### config.mk
export PLATFORM = sky130hd
export DESIGN_NAME = alu_share_arbiter
export DESIGN_NICKNAME = d
export VERILOG_FILES = /design/src/rtl/alu_share_arbiter.sv
export SDC_FILE = /design/constraint.sdc
export NUM_CORES = 1
export LEC_CHECK = 0
export BUFFER_PORTS_ARGS = -buffer_cell sky130_fd_sc_hd__clkbuf_2
export CORE_AREA = 2 2 175 177
export CTS_CLUSTER_SIZE = 25
export DETAILED_ROUTE_END_ITERATION = 12
export DIE_AREA = 0 0 177 179
export GPL_TIMING_DRIVEN = 1
export PLACE_DENSITY = 0.64
export SLEW_MARGIN = 0
export SYNTH_ARGS = -nofsm -noshare
export SYNTH_HDL_FRONTEND = slang
export SYNTH_SLANG_ARGS = --single-unit
### constraint.sdc
create_clock -name clk -period 1.8 [get_ports clk]
set_clock_uncertainty 0.2 [all_clocks]
set_input_delay 0.54 -clock clk [delete_from_list [all_inputs] [get_ports clk]]
set_output_delay 0.54 -clock clk [all_outputs]
set_load 0.01 [all_outputs]
### src/rtl/alu_share_arbiter.sv
// Shares one combinational ALU between the EX stage (requester 0) and the aux
// address/branch unit (requester 1): registered issue stage S1, response stage S2.
module alu_share_arbiter #(
    parameter int PRIORITY = 0
) (
    input  logic        clk,
    input  logic        rst_n,
    input  logic        req0_valid,
    output logic        req0_ready,
    input  logic [31:0] req0_x,
    input  logic [31:0] req0_y,
    input  logic [2:0]  req0_op,
    input  logic [5:0]  req0_shamt,
    input  logic        req1_valid,
    output logic        req1_ready,
    input  logic [31:0] req1_x,
    input  logic [31:0] req1_y,
    input  logic [2:0]  req1_op,
    input  logic [5:0]  req1_shamt,
    output logic        rsp_valid,
    input  logic        rsp_ready,
    output logic        rsp_id,
    output logic [31:0] rsp_out,
    output logic [31:0] rsp_nflag,
    output logic [31:0] flag0,
    output logic [31:0] flag1,
    output logic [31:0] alu_x,
    output logic [31:0] alu_y,
    output logic [2:0]  alu_op,
    output logic [5:0]  alu_shamt,
    output logic [31:0] alu_flag,
    input  logic [31:0] alu_out,
    input  logic [31:0] alu_nflag
);

    logic        s1_valid;
    logic        s1_id;
    logic [31:0] s1_x;
    logic [31:0] s1_y;
    logic [2:0]  s1_op;
    logic [5:0]  s1_shamt;

    logic        s2_valid;
    logic        s2_id;
    logic [31:0] s2_out;
    logic [31:0] s2_nflag;

    logic [31:0] flag0_q;
    logic [31:0] flag1_q;
    logic        last_grant;

    logic        s2_free;
    logic        s1_move;
    logic        s1_free;
    logic        grant0;
    logic        grant1;
    logic        accept;
    logic        accept_id;

    assign s2_free = ~s2_valid | rsp_ready;
    assign s1_move = s1_valid & s2_free;
    assign s1_free = ~s1_valid | s1_move;

    // On contention, round-robin favours whoever did not win last time.
    always_comb begin
        grant0 = 1'b0;
        grant1 = 1'b0;
        if (req0_valid && req1_valid) begin
            if (PRIORITY == 1 || last_grant) begin
                grant0 = 1'b1;
            end else begin
                grant1 = 1'b1;
            end
        end else begin
            grant0 = req0_valid;
            grant1 = req1_valid;
        end
    end

    assign req0_ready = rst_n & s1_free & grant0;
    assign req1_ready = rst_n & s1_free & grant1;
    assign accept     = req0_ready | req1_ready;
    assign accept_id  = req1_ready;

    always_ff @(posedge clk) begin
        if (!rst_n) begin
            s1_valid   <= 1'b0;
            s1_id      <= 1'b0;
            s1_x       <= '0;
            s1_y       <= '0;
            s1_op      <= '0;
            s1_shamt   <= '0;
            s2_valid   <= 1'b0;
            s2_id      <= 1'b0;
            s2_out     <= '0;
            s2_nflag   <= '0;
            flag0_q    <= '0;
            flag1_q    <= '0;
            last_grant <= 1'b1;
        end else begin
            if (accept) begin
                s1_id      <= accept_id;
                s1_x       <= accept_id ? req1_x     : req0_x;
                s1_y       <= accept_id ? req1_y     : req0_y;
                s1_op      <= accept_id ? req1_op    : req0_op;
                s1_shamt   <= accept_id ? req1_shamt : req0_shamt;
                last_grant <= accept_id;
            end

            if (accept) begin
                s1_valid <= 1'b1;
            end else if (s1_move) begin
                s1_valid <= 1'b0;
            end

            // Flag context commits as the op leaves S1, so a back-to-back op
            // from the same requester already sees the new value.
            if (s1_move) begin
                s2_id    <= s1_id;
                s2_out   <= alu_out;
                s2_nflag <= alu_nflag;
                if (s1_id) begin
                    flag1_q <= alu_nflag;
                end else begin
                    flag0_q <= alu_nflag;
                end
            end

            if (s1_move) begin
                s2_valid <= 1'b1;
            end else if (rsp_ready) begin
                s2_valid <= 1'b0;
            end
        end
    end

    assign alu_x     = s1_x;
    assign alu_y     = s1_y;
    assign alu_op    = s1_op;
    assign alu_shamt = s1_shamt;
    assign alu_flag  = s1_id ? flag1_q : flag0_q;

    assign rsp_valid = s2_valid;
    assign rsp_id    = s2_id;
    assign rsp_out   = s2_out;
    assign rsp_nflag = s2_nflag;
    assign flag0     = flag0_q;
    assign flag1     = flag1_q;

endmodule

==> results, run 1 <==
- The number of rows created at floorplan is 64.
- IR analysis of the VDD net gives a maximum drop of 0.485 mV.
- The sum of net half-perimeters after detailed placement is approximately 23000 um.
- The arrival time reported for the critical path endpoint is between 1.5 and 2 ns.
- The CTS H-tree depth is 1.
- Ranked by total cell area, the synthesized netlist is headed by dfxtp_1 (48%), nand2_1 (7.5%), mux2i_1 (7.5%), o32ai_1 (7.5%), a22oi_1 (6.4%).
- The region available for standard cell placement spans 30000 sq um.
- The final standard cell area without fillers is about 13000 sq um.
- Max-cap violations in this run came to 0.
- The critical path capture point type is a primary output.
- The total overflow left after global routing is 0.
- Of all flip-flops after synthesis, the portion carrying an async set or reset was 0.
- The class of the most critical hold timing path is primary input to register.
- For this design the top-level I/O count stands at 452.
- The smallest clock period supported by the final layout is computed as 2.38 ns.
- Setup violations remaining at the end of the flow were counted as 35.
- Setup repair after global routing could not meet its margin everywhere.
- Among all flip-flop cells after synthesis, the most frequent one is dfxtp_1.
- Setup slack on the critical path of the routed design comes to -0.576 ns.
- The number of enable-type register cells in the synthesized netlist is 0.
- Before antenna repair, the detailed router went through 4 iterations.
- After synthesis the netlist holds a flip-flop and latch count of 206.
- The data required time at the worst endpoint is 1.06 ns.
- The most numerous cell in the Yosys netlist is dfxtp_1.
- The run finished, with violations left.
- Relative to the synthesized area, the layout overhead comes to 47.6%.
- After clock tree synthesis, the clock-pin slew on the worst setup and hold paths is about 0.06 ns.
- The cell taking the most area after synthesis is dfxtp_1.
- Summing all placed instances gives a cell area of 11600 sq um.
- The die extent in x is 177 um.
- The ratio of final minimum period to clock period is 1.32.
- The via count of the first global-routing pass is approximately 8.4k.
- The worst-case setup slack after placement is -0.258 ns.
- The number of standard cells after synthesis is 936.
- The slowest stage of the critical path is the dfxtp_4 cell.
- At the end of routability-driven placement, the weighted congestion stood at 0.833.
- In the routed layout, each cell is associated on average with a via count of between 5 and 6.
- The cell sitting at the root of the clock tree is a clkbuf_16.
- The largest single stage delay on the critical path is 0.43 ns.
- The number of clock sinks is 206.
- The TritonCTS clock tree is done.
- Of the post-synthesis cell area, the dominant cell type holds 0.485.
- The number of clock buffers added by TritonCTS is 23.
- The first global-routing pass estimated about 47000 um of wire.
- The net count reported at finish is 1593.
- In this run the power density over the cells is slightly above 900 nW/um^2.
- Static timing analysis puts the maximum clock frequency at 421 MHz.
- The die outline area is 31700 sq um.
- The final reports fail on setup timing.
- The share of the Yosys chip area taken by registers is 0.485.
- The filler cell count is 3007.
- Measured along the y axis, the die boundary spans about 180 um.
- The category of the worst setup path launch point is a register.
- Hold repair after CTS inserted 0 buffers.
- The tightest slew margin relative to the limit is 0.656.
- The static leakage is around 6 nW.
- In the final layout, the share of cells above drive strength 1 is 0.459.
- For the worst-skew pair, the clock arrives at the later sink with an insertion delay of roughly 0.50 ns.
- The number of failing hold endpoints at the final stage is 0.
- The area used by multi-input combinational logic is 4020 sq um.
- In this run, the number of DRC markers left after iteration 0 of detailed routing was approximately 490.
- The repair_antennas step left the layout with diodes totalling 0.
- The remaining antenna violation count is 0.
- In the final timing run, aggregate negative setup slack is -18.06 ns.
- The number of nets in the synthesized netlist is about 1.2k.
- Summing every instance area after synthesis gives 8500 sq um.
- Counting distinct cell types in the post-synthesis netlist gives 26.
- The critical path class is register to primary output.
- The number of synthesis warnings is 0.
- The area taken by flip-flops and latches is 4180 sq um.
- The final layout contains routed wiring with a total length of 32900 um.
- For this block, the via count after detailed routing is 9122.
- The signal on the critical path passes through clkbuf_16 -> mux2_2 -> clkbuf_2.
- In this run the mean area of a mapped cell was 9.09 sq um.
- The deepest clock path buffer count is 3.
- Entering global routing, the biggest net connects 67 pins.
- The wire length per cell after detailed routing is 18.4 um.
- For this configuration, the core starts out at a cell density of 0.283.
- The final number of max-transition violations is 0.
- The initial antenna violation count was 1.
- Measured on the finished design, the core utilization comes to 0.418.
- The number of port buffers is 451.
- The all-layer global routing usage is 0.188.
- The total DRC errors in the routed layout is 0.
- After synthesis, the most frequently instantiated cells are dfxtp_1 (206), nand2_1 (171), a22oi_1 (73), o32ai_1 (73), a21oi_1 (67).
- The largest driver fanout on the critical path is 16.
- The actual transition at the worst max-transition pin is 0.514 ns.
[flip-flops by register name, indices dropped and copies added, names as in the netlist]
register    flops
rsp_nflag      32
flag1          32
rsp_out        32
last_grant      1
alu_x          32
alu_y          32
flag0          32
alu_shamt       6
alu_op          3
s1_valid        1
rsp_id          1
s1_id           1
rsp_valid       1
[worst max-delay path: cells and delay by family, from the launching register on]
kind,cells,cell delay [ns]
buffers and inverters,2,0.34
flip-flops,1,0.43
multiplexers,1,0.35
[layer usage]
metal | track usage | vias up | share of wire
li1 | - | 4292 | -
met1 | 0.230 | 4349 | 0.40
met2 | 0.330 | 431 | 0.50
met3 | 0.0490 | 48 | 0.089
met4 | 0.0441 | 2 | 0.017
met5 | 0 | - | 0.00039
[placed cells by master, fill, tap and decap left out, types with 2 or more instances in the layout]
cell type	count
clkbuf_2	435
nor3_4	2
clkinvlp_4	6
dfxtp_1	167
nand2_1	170
a22oi_1	73
dfxtp_2	35
clkbuf_16	25
dfxtp_4	4
buf_6	20
buf_4	44
clkinv_2	6
mux2_2	20
clkbuf_1	4
o32ai_1	73
mux2_4	12
nand3b_1	2
inv_2	3
buf_12	19
a21oi_1	67
o21ai_0	65
mux2i_1	64
nand3_1	64
[repair_timing]
item                       CTS  global route
setup endpoints to repair   50            98
pin swaps                    2             1
resized for setup           19            70
cloned                       0             2
hold endpoints to repair     0             0
setup buffers                3             3
[final cells by class]
cell class	instances	share of cell area
sequential	206	0.333
multi-input combinational	623	0.320
timing repair buffer	521	0.252
clock buffer	28	0.0481
tap	396	0.0395
clock inverter	12	0.00598
inverter	3	0.000897
[final timing paths]
kind / start / to / slack (ns) / depth (start not counted)
max reg2reg: s1_id / flag0[15] / 0.06 / 5
min reg2reg: alu_y[22] / alu_y[22] / 0.26 / 2
min: alu_out[31] / rsp_out[31] / 0.07 / 3
max: s1_id / alu_flag[19] / -0.58 / 3
[power breakdown]
part	total [mW]	internal (mW)	switching, mW
sequential	5.16	4.93	0.227
combinational	2.22	1.03	1.19
clock	4.29	2.39	1.90
[per-stage QoR]
step	cells	total power, mW	hold WS [ns]
2_1_floorplan	936	6.30	0.282
3_3_place_gp	1741	7.35	0.245
3_5_place_dp	1741	7.39	0.250
4_1_cts	1784	11.7	0.0428
5_1_grt	1789	12.2	0.0640
6_report	1789	11.7	0.0737
[logic make-up after synthesis]
logic type,after synthesis,share of synthesized area
compound gates,281,0.221
mux,96,0.118
flops,206,0.485
simple gates,246,0.122
buf+inv,107,0.0547
Power figures use the tool's default switching activity.
==> inputs of run 2 (changes only) <==
--- a/config.mk
+++ b/config.mk
@@ -6,12 +6,14 @@
 export NUM_CORES = 1
 export LEC_CHECK = 0
 export BUFFER_PORTS_ARGS = -buffer_cell sky130_fd_sc_hd__clkbuf_2
-export CORE_AREA = 2 2 175 177
+export CELL_PAD_IN_SITES_DETAIL_PLACEMENT = 0
+export CELL_PAD_IN_SITES_GLOBAL_PLACEMENT = 1
+export CORE_MARGIN = 2
+export CORE_UTILIZATION = 29
 export CTS_CLUSTER_SIZE = 25
 export DETAILED_ROUTE_END_ITERATION = 12
-export DIE_AREA = 0 0 177 179
 export GPL_TIMING_DRIVEN = 1
-export PLACE_DENSITY = 0.64
+export PLACE_DENSITY = 0.84
 export SLEW_MARGIN = 0
 export SYNTH_ARGS = -nofsm -noshare
 export SYNTH_HDL_FRONTEND = slang
==> results, run 2 (synthesis gave the netlist of run 1 again) <==
- The DRC marker count from the first detailed-route iteration is 540 (+10%).
- In the layout the commonest cells are clkbuf_2 (444), nand2_1 (170), dfxtp_1 (160).
- The class of the most critical hold timing path is primary input to register.
- The share of layout cells above drive strength 1 was 0.472 (+0.0126).
- The area of the placeable core is 28800 sq um (-4.2%).
- In this run the most critical hold path is launched from alu_out[19].
- The power density of the placed cells came to 950 nW/um^2 (+2.1%).
- The number of rows created at floorplan was 62 (-3.1%).
- The final number of max-transition violations is 0 (unchanged).
- The number of ports placed on the die boundary is 452 (unchanged).
- The smallest setup slack after layout is -0.499 ns (+0.0770 ns).
- The total DRC errors in the routed layout is 0 (unchanged).
- The worst setup path is launched from a register.
- The total negative slack for setup checks is -15.41 ns (+2.65 ns).
- The worst hold path terminates at rsp_out[19].
- The via total after detailed routing is 9193 (+0.78%).
- The total congestion overflow after global routing is 0 (unchanged).
- The CTS H-tree depth is 1 (unchanged).
- The actual transition at the worst max-transition pin is 0.537 ns (+0.0222 ns).
- The worst hold path stage count came to 3 (unchanged).
- The clock-pin slew on the worst setup and hold paths is 0.06 ns (about the same).
- The initial antenna violation count is 6 (+5).
- The number of port buffers was 451 (unchanged).
- The static leakage is 6.12 nW (+2.8%).
- In this run the critical register-to-register path is launched from s1_id.
- The number of clock sinks is 206 (unchanged).
- The tightest slew margin relative to the limit came to 0.642 (-0.0137).
- The die extent in x came to 175 um (-0.99%).
- The number of detailed-routing iterations run before antenna repair is 4 (unchanged).
- The TritonCTS clock tree is done.
- The worst reg-to-reg setup slack is 0.07 ns (about the same).
- The total clock buffers created by CTS is 23 (unchanged).
- The deepest clock path buffer count is 3 (unchanged).
- The final weighted congestion in routability-driven placement is 0.835 (+0.18%).
- The initial core utilization was 0.295 (+0.0123).
- The global-route wire length before repair came to 49400 um (+3.9%).
- The clock latency at the later pin of the worst-skew pair is 0.50 ns (about the same).
- The max-capacitance violation count came to 0 (unchanged).
- The area overhead of the layout relative to synthesis is 50.5%.
- The data required time at the worst endpoint is 1.06 ns (about the same).
- The number of failing hold endpoints at the final stage came to 0 (unchanged).
- The most common cell after layout, fill and taps aside is clkbuf_2.
- The final standard cell area without fillers is 12800 sq um (+1.9%).
- The number of failing setup endpoints in the final timing report is 34 (-2.9%).
- The minimum clock period was 2.30 ns (-0.0770 ns).
- The wire length per cell after detailed routing was 18.7 um (+1.7%).
- The largest driver fanout on the critical path came to 22 (+6).
- The flow ran to the end, but the final reports show violations.
- The die outline area is 30700 sq um (-3.1%).
- The timing-limited maximum frequency is 435 MHz (+3.3%).
- The ratio of final minimum period to clock period is 1.28 (-0.0428).
- The net count reported at finish is 1610 (+1.1%).
- The worst setup path is captured at a primary output.
- Setup repair after global routing could not meet its margin everywhere.
- The routed wire length is 33700 um (+2.2%).
- The arrival time reported for the critical path endpoint is 1.56 ns (-0.08 ns).
- The tree is rooted in a clkbuf_16.
- The via count of the first global-routing pass is 8902 (+5.4%).
- The largest voltage drop on the vdd net is 0.591 mV (+22%).
- The number of cell instances on the worst register-to-register path is 7 (+2).
- The maximum number of pins on one net before global-route repair is 113 (+69%).
- The sum of net half-perimeters after detailed placement was 24300 um (+4.4%).
- The critical path class is register to primary output.
- The remaining antenna violation count is 0 (unchanged).
- The all-layer global routing usage is 0.201 (+0.0124).
- The placement-stage cell area is 11600 sq um (+0.71%).
- The checks that failed: setup timing.
- The worst register-to-register path ends at flag0[1].
- The routed via count divided by cell count is 5.11 (+0.22%).
- The y dimension of the die was 175 um (-2.1%).
-- run 2: cell count changes in the layout (fill, tap and decap cells not counted), moves of 4 or more --
cell / previous run / this run
mux2_2: 20 / 14
buf_4: 44 / 55
mux2_4: 12 / 18
buf_6: 20 / 11
clkinvlp_4: 6 / 0
clkbuf_2: 435 / 444
dfxtp_2: 35 / 45
diode_2: 0 / 4
dfxtp_1: 167 / 160
-- run 2: per-stage QoR --
step,cells,power [mW],hold slack (ns),worst slack (ns),util
after floorplan,936,6.30,0.282,-0.0351,-
after global placement,1742,7.37,0.244,-0.205,0.405
after detailed placement,1742,7.41,0.249,-0.187,0.405
after CTS,1789,12.2,0.0652,-0.518,0.436
after global routing,1799,12.7,0.0829,-0.554,0.445
final,1799,12.2,0.0871,-0.499,0.445
-- run 2: worst max path at each step --
| stage | from | end | slack, ns | depth (start not counted) |
|---|---|---|---|---|
| 6_report | s1_id | alu_flag[20] | -0.50 | 3 |
| 3_3_place_gp | rsp_ready | alu_y[7] | -0.20 | 7 |
| 3_5_place_dp | rsp_ready | last_grant | -0.19 | 6 |
| 5_1_grt | s1_id | alu_flag[7] | -0.55 | 3 |
| 4_1_cts | s1_id | alu_flag[20] | -0.52 | 3 |
| 2_1_floorplan | req1_valid | req1_ready | -0.04 | 4 |
-- run 2: final cells by class --
type,instances,area (sq um)
Fill cell,2819,16000
Sequential cell,206,4180
Multi-Input combinational cell,623,4050
Timing Repair Buffer,538,3310
Clock buffer,33,653
Tap cell,384,480
Clock inverter,8,93.8
Inverter,3,11.3
Antenna cell,4,10.0
-- run 2: critical path: stages, from the launching register on --
cell and delay [ns]:
dfxtp_4 0.37, buf_12 0.19, mux2_2 0.35, clkbuf_2 0.13
-- run 2: per-layer routing --
| layer | vias to the layer above | share of wire | GRT usage |
|---|---|---|---|
| met5 | - | 0.00036 | 0 |
| met4 | 2 | 0.028 | 0.0601 |
| met3 | 61 | 0.085 | 0.0566 |
| met2 | 381 | 0.49 | 0.351 |
| met1 | 4403 | 0.39 | 0.239 |
| li1 | 4346 | - | - |
-- run 2: what timing repair did --
item / 4_1_cts / 5_1_grt
gates resized for setup: 34 / 54
pin swaps: 4 / 3
setup buffers: 6 / 3
endpoints found under the setup margin: 44 / 168
cloned: 0 / 6
hold buffers: 0 / 0
-- run 2: power by group --
part	total [mW]	switching (mW)	internal, mW
sequential	5.16	0.223	4.94
combinational	2.30	1.22	1.08
clock	4.70	1.89	2.81
total	12.2	3.33	8.83
==> inputs of run 3 (changes only) <==
--- a/config.mk
+++ b/config.mk
@@ -14,6 +14,7 @@
 export DETAILED_ROUTE_END_ITERATION = 12
 export GPL_TIMING_DRIVEN = 1
 export PLACE_DENSITY = 0.84
+export RECOVER_POWER = 100
 export SLEW_MARGIN = 0
 export SYNTH_ARGS = -nofsm -noshare
 export SYNTH_HDL_FRONTEND = slang
==> results, run 3 (synthesis gave the netlist of run 1 again) <==
- The run finished, with violations left.
- The checks that failed: setup timing.
- The number of detailed-routing iterations run before antenna repair was 5 (+1).
- The total power consumption of the routed design is 12.1 mW (-0.65%).
- The largest voltage drop on the vdd net is 0.577 mV (-2.4%).
- The CTS H-tree depth is 1 (unchanged).
- The number of failing setup endpoints in the final timing report was 57 (+68%).
- The global-route wire length before repair is 49400 um (unchanged).
- The routed wire length is 33700 um (about the same).
- The total DRC errors in the routed layout came to 0 (unchanged).
- The number of failing hold endpoints at the final stage is 0 (unchanged).
- The die outline area is 30700 sq um (unchanged).
- The all-layer global routing usage is 0.201 (unchanged).
- The critical path capture point type is a primary output.
- The final number of max-transition violations is 0 (unchanged).
- The initial antenna violation count is 6 (unchanged).
- The remaining antenna violation count is 0 (unchanged).
- The share of layout cells above drive strength 1 is 0.395 (-0.0765).
- The sum of net half-perimeters after detailed placement came to 24300 um (unchanged).
- The delay of the slowest cell on the worst path is 0.37 ns (about the same).
- The final standard cell area without fillers came to 12500 sq um (-2.0%).
- The TritonCTS clock tree is done.
- The die extent in x is 175 um (unchanged).
- The power density of the placed cells is 963 nW/um^2 (+1.4%).
- Traced cell by cell, the critical path runs through buf_12 -> mux2_2 -> clkbuf_2.
- The placement-stage cell area is 11600 sq um (unchanged).
- The number of clock sinks was 206 (unchanged).
- The timing-limited maximum frequency came to 436 MHz (+0.16%).
- The routed via count divided by cell count is 5.12 (+0.25%).
- The minimum clock period is 2.30 ns (-0.00357 ns).
- Setup repair after global routing could not meet its margin everywhere.
- The tightest slew margin relative to the limit was 0.643 (+0.00110).
- The slowest stage cell on the critical path is dfxtp_4.
- The worst hold slack was 0.0875 ns (+0.000433 ns).
- The max-capacitance violation count is 0 (unchanged).
- The critical path is of the register to primary output type.
- The category of the worst setup path launch point is a register.
- The deepest clock path buffer count was 3 (unchanged).
- The initial core utilization was 0.295 (unchanged).
- The area overhead of the layout relative to synthesis is 47.5%.
- The net count reported at finish is 1610 (unchanged).
- The y dimension of the die is 175 um (unchanged).
- The library cells used most frequently in the layout, excluding fill and tap cells, are clkbuf_2 (354), nand2_1 (170), dfxtp_1 (168).
- The number of rows created at floorplan is 62 (unchanged).
- The area of the placeable core came to 28800 sq um (unchanged).
- The number of ports placed on the die boundary is 452 (unchanged).
- The ratio of final minimum period to clock period is 1.28 (-0.00198).
- The DRC marker count from the first detailed-route iteration came to 549 (+1.7%).
- The clock-pin slew on the worst setup and hold paths was 0.06 ns (about the same).
- The buffer cell driving the clock tree root is clkbuf_16.
- The total clock buffers created by CTS came to 23 (unchanged).
- The smallest setup slack after layout was -0.496 ns (+0.00357 ns).
- The maximum number of pins on one net before global-route repair is 113 (unchanged).
- The arrival time reported for the critical path endpoint came to 1.56 ns (about the same).
- The via total after detailed routing is 9216 (+0.25%).
- The number of port buffers was 451 (unchanged).
- The class of the most critical hold timing path is primary input to register.
- The actual transition at the worst max-transition pin is 0.535 ns (-0.00165 ns).
- The clock latency at the later pin of the worst-skew pair is 0.50 ns (about the same).
- The largest driver fanout on the critical path is 22 (unchanged).
- The final weighted congestion in routability-driven placement is 0.835 (unchanged).
- The count of non-filler cells in the finished layout is 1799 (unchanged).
- The total instance count after detailed placement is 1742 (unchanged).
- The static leakage was 5.75 nW (-6.1%).
- The wire length per cell after detailed routing is 18.7 um (about the same).
- Leaving out fill and tap cells, the most frequent cell in the layout is clkbuf_2.
- The post-cts hold buffer count came to 0 (unchanged).
- The total congestion overflow after global routing came to 0 (unchanged).
- The data required time at the worst endpoint is 1.06 ns (about the same).
- The via count of the first global-routing pass was 8902 (unchanged).
## run 3: layout make-up
type	instances	area [sq um]
Inverter	3	11.3
Timing Repair Buffer	538	3070
Clock buffer	33	653
Multi-Input combinational cell	623	4050
Fill cell	2893	16200
Tap cell	384	480
Antenna cell	4	10.0
Clock inverter	8	93.8
Sequential cell	206	4170
## run 3: through the flow
stage,utilization,setup WS (ns),setup TNS (ns)
detailed placement,0.405,-0.187,-17.38
CTS,0.436,-0.518,-16.24
global route,0.436,-0.554,-29.27
floorplan,-,-0.0351,-0.0612
finish,0.436,-0.496,-15.72
global placement,0.405,-0.205,-16.67
## run 3: per-layer routing
layer,vias to the layer above,global-route usage,share of wire
met5,-,0,0.00033
met4,2,0.0601,0.029
met3,65,0.0566,0.088
met2,392,0.351,0.49
met1,4413,0.239,0.39
li1,4344,-,-
## run 3: worst paths after layout
check              start           end  slack (ns)  cells past startpoint
max                s1_id  alu_flag[13]       -0.50                      3
min          alu_out[19]   rsp_out[19]        0.09                      3
max reg2reg    rsp_valid      alu_y[3]       -0.05                      6
min reg2reg    alu_x[13]     alu_x[13]        0.26                      2
## run 3: where the power goes
group | leakage [nW] | internal (mW) | switching, mW | total [mW]
sequential | 1.72 | 4.93 | 0.222 | 5.16
combinational | 3.66 | 1.01 | 1.21 | 2.22
clock | 0.372 | 2.81 | 1.89 | 4.70
## run 3: repair_timing
item	CTS	global route
endpoints found under the hold margin	0	0
gates resized for setup	34	54
buffers inserted	6	3
gates cloned	0	6
endpoints found under the setup margin	44	168
pin swaps	4	3
## run 3: worst max-delay path: cells and delay by family (launching register included)
kind,cells,cell delay [ns]
buf+inv,2,0.32
mux,1,0.35
flops,1,0.37
